## src/rtl/sw_key_capture_slave.sv

```systemverilog
// Avalon-MM slave: synchronises SW, debounces the active-low load key
// and latches SW on each debounced press, with status flags and irq.
module sw_key_capture_slave #(
    parameter int SW_WIDTH        = 4,
    parameter int DEBOUNCE_CYCLES = 1000000,
    parameter int CNT_W           = 20
) (
    input  logic                CLOCK_50,
    input  logic                reset,
    input  logic [SW_WIDTH-1:0] sw_in,
    input  logic                key_n,
    input  logic [1:0]          avs_address,
    input  logic                avs_read,
    input  logic                avs_write,
    input  logic [31:0]         avs_writedata,
    output logic [31:0]         avs_readdata,
    output logic                irq
);

    localparam logic [CNT_W-1:0] CNT_MAX = CNT_W'(DEBOUNCE_CYCLES - 1);

    logic [SW_WIDTH-1:0] sw_s1;
    logic [SW_WIDTH-1:0] sw_sync;
    logic                key_s1;
    logic                key_sync;
    logic                key_db;
    logic                key_db_q;
    logic [CNT_W-1:0]    cnt;
    logic [SW_WIDTH-1:0] data_q;
    logic                new_q;
    logic                ovr_q;
    logic                irq_en_q;
    logic                press;
    logic                wr_status;
    logic                wr_control;
    logic [31:0]         rd_mux;
    logic                unused_wdata;

    assign unused_wdata = ^avs_writedata[31:2];

    always_ff @(posedge CLOCK_50) begin
        if (reset) begin
            sw_s1    <= '0;
            sw_sync  <= '0;
            key_s1   <= 1'b1;
            key_sync <= 1'b1;
        end else begin
            sw_s1    <= sw_in;
            sw_sync  <= sw_s1;
            key_s1   <= key_n;
            key_sync <= key_s1;
        end
    end

    // Any return to equality before the count expires restarts qualification
    always_ff @(posedge CLOCK_50) begin
        if (reset) begin
            cnt      <= '0;
            key_db   <= 1'b1;
            key_db_q <= 1'b1;
        end else begin
            key_db_q <= key_db;
            if (key_sync == key_db) begin
                cnt <= '0;
            end else if (cnt == CNT_MAX) begin
                key_db <= key_sync;
                cnt    <= '0;
            end else begin
                cnt <= cnt + CNT_W'(1);
            end
        end
    end

    assign press      = key_db_q & ~key_db;
    assign wr_status  = avs_write && (avs_address == 2'd2);
    assign wr_control = avs_write && (avs_address == 2'd3);

    // A capture takes priority over a simultaneous write-1-to-clear
    always_ff @(posedge CLOCK_50) begin
        if (reset) begin
            data_q   <= '0;
            new_q    <= 1'b0;
            ovr_q    <= 1'b0;
            irq_en_q <= 1'b0;
            irq      <= 1'b0;
        end else begin
            if (press) begin
                data_q <= sw_sync;
            end
            if (press) begin
                new_q <= 1'b1;
            end else if (wr_status && avs_writedata[0]) begin
                new_q <= 1'b0;
            end
            if (press && new_q) begin
                ovr_q <= 1'b1;
            end else if (wr_status && avs_writedata[1]) begin
                ovr_q <= 1'b0;
            end
            if (wr_control) begin
                irq_en_q <= avs_writedata[0];
            end
            irq <= new_q & irq_en_q;
        end
    end

    always_comb begin
        rd_mux = '0;
        unique case (avs_address)
            2'd0: rd_mux = {{(32-SW_WIDTH){1'b0}}, data_q};
            2'd1: rd_mux = {{(32-SW_WIDTH){1'b0}}, sw_sync};
            2'd2: rd_mux = {30'b0, ovr_q, new_q};
            2'd3: rd_mux = {31'b0, irq_en_q};
            default: rd_mux = '0;
        endcase
    end

    always_ff @(posedge CLOCK_50) begin
        if (reset) begin
            avs_readdata <= '0;
        end else if (avs_read) begin
            avs_readdata <= rd_mux;
        end
    end

endmodule

```

## config.mk

```make
export PLATFORM = sky130hd
export DESIGN_NAME = sw_key_capture_slave
export DESIGN_NICKNAME = d
export VERILOG_FILES = /design/src/rtl/sw_key_capture_slave.sv
export SDC_FILE = /design/constraint.sdc
export NUM_CORES = 1
export LEC_CHECK = 0
export ABC_AREA = 1
export ABC_CLOCK_PERIOD_IN_PS = 1700
export BUFFER_PORTS_ARGS = -buffer_cell sky130_fd_sc_hd__buf_2
export CORE_ASPECT_RATIO = 1.25
export CORE_UTILIZATION = 40
export CTS_CLUSTER_DIAMETER = 200
export DETAILED_ROUTE_END_ITERATION = 16
export GPL_ROUTABILITY_DRIVEN = 1
export PLACE_DENSITY = 0.75
export SLEW_MARGIN = 20
export SYNTH_ARGS = -nofsm -noshare
export SYNTH_HDL_FRONTEND = slang
export SYNTH_SLANG_ARGS = --single-unit
```

## constraint.sdc

```tcl
create_clock -name CLOCK_50 -period 1.7 [get_ports CLOCK_50]
set_input_delay 0.17 -clock CLOCK_50 [delete_from_list [all_inputs] [get_ports CLOCK_50]]
set_output_delay 0.17 -clock CLOCK_50 [all_outputs]
set_load 0.1 [all_outputs]
```

==> reports/qor.yml <==
status:
  outcome: "complete, no violations"
logic_synthesis:
  yosysSeqAreaShare: 0.412
  synthTopCellsByArea: "dfxtp_1 41%, buf_4 9.8%, nor2_1 9.5%"
  synth_cell_type_count: 27
  synth_edf_count: 0
  yosysWarnings: 0
  dominantRegCellSynth: "dfxtp_1"
  synthArstFlopShare: 0
  synth_top_area_frac: 0.412
  synth-seq-cells: 44
  synth_area_per_cell_sq_um: 7.33
  synthesis.area_sq_mm: 0.00214
  synthCells: 292
  yosysTopAreaCell: "dfxtp_1"
die:
  fp-row-count: 29
  ios: 76
  dieArea_sq_mm: 0.00565
  die_height_um: 83.8
  fp.dieW_um: 67.4
  fp.coreArea_sq_mm: 0.00512
  floorplan.initialDensity: 0.418
clock_network:
  ctsLongestPathBuffers: 2
  clk_latency_ps: 300
  numCtsBuffers: 5
  htreeDepth: 2
  cts_tree: "done"
  cts-resized-gates: 0
  post_cts.repair.setup_buffers: 0
  clkSinkCount: 44
  cts-root-buf: "clkbuf_8"
  clkTransAtPathRegs_ps: 80
  hold_buffers: 0
sta:
  fmax_mhz: 680
  finalMaxSlewViolations: 0
  setup_viol: 0
  fin_skew_ps: 4.65
  fin_crit_ps: 1470
  fin_crit_sh: 0.865
  setup_tns_ps: 0
  grt_setup_unrepaired: "false"
  hold_violations: 0
placement:
  place_congestion: 0.873
  portBuffers: 17
  post-dp-hpwl_um: 2770
cells_and_area:
  diodes: 0
  ff_latch_area_sq_um: 881
  final_core_util: 0.447
  nNetsFinal: 356
  layout_commonest_cell: "nor2_1"
  multiInputGateArea_sq_um: 992
  n_fill_cell: 537
  drive_gt1_frac: 0.125
  layout_common_cells: "54 x nor2_1, 44 x dfxtp_1, 42 x nand2_1"
  area_growth_syn_to_layout_pct: 6.84
setup_path:
  cp_slowest_stage_delay_ps: 380
  start_kind: "flip-flop"
  cp_max_fo: 19
  crit_slowest_cell: "dfxtp_1"
  critPathKind: "reg -> reg"
  critical_path.cell_chain: "ha_1, nand3_2, nor2_1, nand3_2, nand2_4, nor2_1"
  crit_path_end_kind: "flip-flop"
  required_ps: 1890
  cp_data_arrival_time_ps: 1660
min_path:
  hp-class: "in -> reg"
detailed_routing:
  drt-wirelength-per-cell_um: 9.60
  routed_via_density: 4.60
  drc: 0
  vias: 1726
  wl_um: 3600
  first_pass_iters: 4
  drt_iter0_markers: 45
  detail-route-antenna-nets: 0
power_and_ir_drop:
  power_density_mw_per_mm2: 969
  leakagePower_nw: 0.918
  irDropWorstVdd_mv: 0.580
global_routing:
  grt_max_degree: 20
  grt_pass1_wl_um: 6150
  antenna_found_initial: 0
  grt_overflow_total: 0
  grtUsageTotal: 0.143
  grt_pass1_vias: 1570
job:
  maxCapViolations: 0
## stage by stage
| step | cell area [sq um] | hold slack, ps | setup WS, ps | std cells | total power [W] |
|---|---|---|---|---|---|
| after floorplan | 2240 | 239 | 377 | 319 | 0.00147 |
| after global placement | 2180 | 353 | 250 | 367 | 0.00146 |
| after detailed placement | 2180 | 354 | 206 | 367 | 0.00146 |
| after CTS | 2290 | 41.6 | 194 | 375 | 0.00224 |
| after global routing | 2290 | 42.0 | 77.5 | 375 | 0.00230 |
| final | 2290 | 50.4 | 229 | 375 | 0.00222 |
## sequential cells by signal (all words and copies together), names as in the netlist, 4 cells and up
signal / cells
sw_sync: 4
data_q: 4
avs_readdata: 4
sw_s1: 4
cnt: 20
## per-layer routing
metal	global-route usage	vias to the layer above	share of wire
met3	0.0328	8	0.040
met5	0	-	0
met1	0.150	774	0.41
met2	0.245	43	0.52
met4	0.0948	0	0.025
li1	-	901	-
## worst max-delay path: cells and delay by family (launching register included)
kind,cells,cell delay (ps)
fa+ha+maj,1,220
simple gates,5,760
flops,1,380
## final cells by class
type,instances,area share
Clock buffer,6,0.0317
Clock inverter,2,0.0153
Inverter,36,0.0591
Multi-Input combinational cell,207,0.434
Sequential cell,44,0.385
Tap cell,62,0.0339
Timing Repair Buffer,18,0.0405
## worst paths after layout
| kind | startpoint | end | slack, ps | cells past startpoint |
|---|---|---|---|---|
| worst max-delay path | cnt[0] | cnt[12] | 230 | 6 |
| worst min-delay path | key_n | key_s1 | 50 | 2 |
| worst max register to register | cnt[0] | cnt[12] | 230 | 6 |
| worst min register to register | sw_s1[0] | sw_sync[0] | 410 | 2 |
## where the power goes
group / switching, W / internal (W) / leakage (nW)
clock network: 0.000346 / 0.000436 / 0.0552
registers: 0.00000819 / 0.00105 / 0.358
logic: 0.000347 / 0.0000304 / 0.506
total: 0.000701 / 0.00151 / 0.918
## logic make-up after synthesis
logic type / share of synthesized area
flops: 0.412
xor+xnor: 0.0450
other cells: 0.00175
simple gates: 0.304
fa+ha+maj: 0.00585
compound gates: 0.0602
buf+inv: 0.172
## Yosys cell counts, types with 2 or more instances
| cell | n |
|---|---|
| a21oi_1 | 9 |
| buf_4 | 28 |
| clkbuf_1 | 3 |
| dfxtp_1 | 44 |
| inv_1 | 36 |
| nand2_1 | 42 |
| nand3_1 | 25 |
| nand3_2 | 2 |
| nand3b_1 | 3 |
| nand4_1 | 6 |
| nor2_1 | 54 |
| nor2_2 | 6 |
| nor3_1 | 2 |
| o211ai_1 | 2 |
| o21ai_0 | 7 |
| or2_2 | 3 |
| xnor2_1 | 3 |
| xor2_1 | 8 |
No activity file was read; power rests on OpenSTA's default activity.
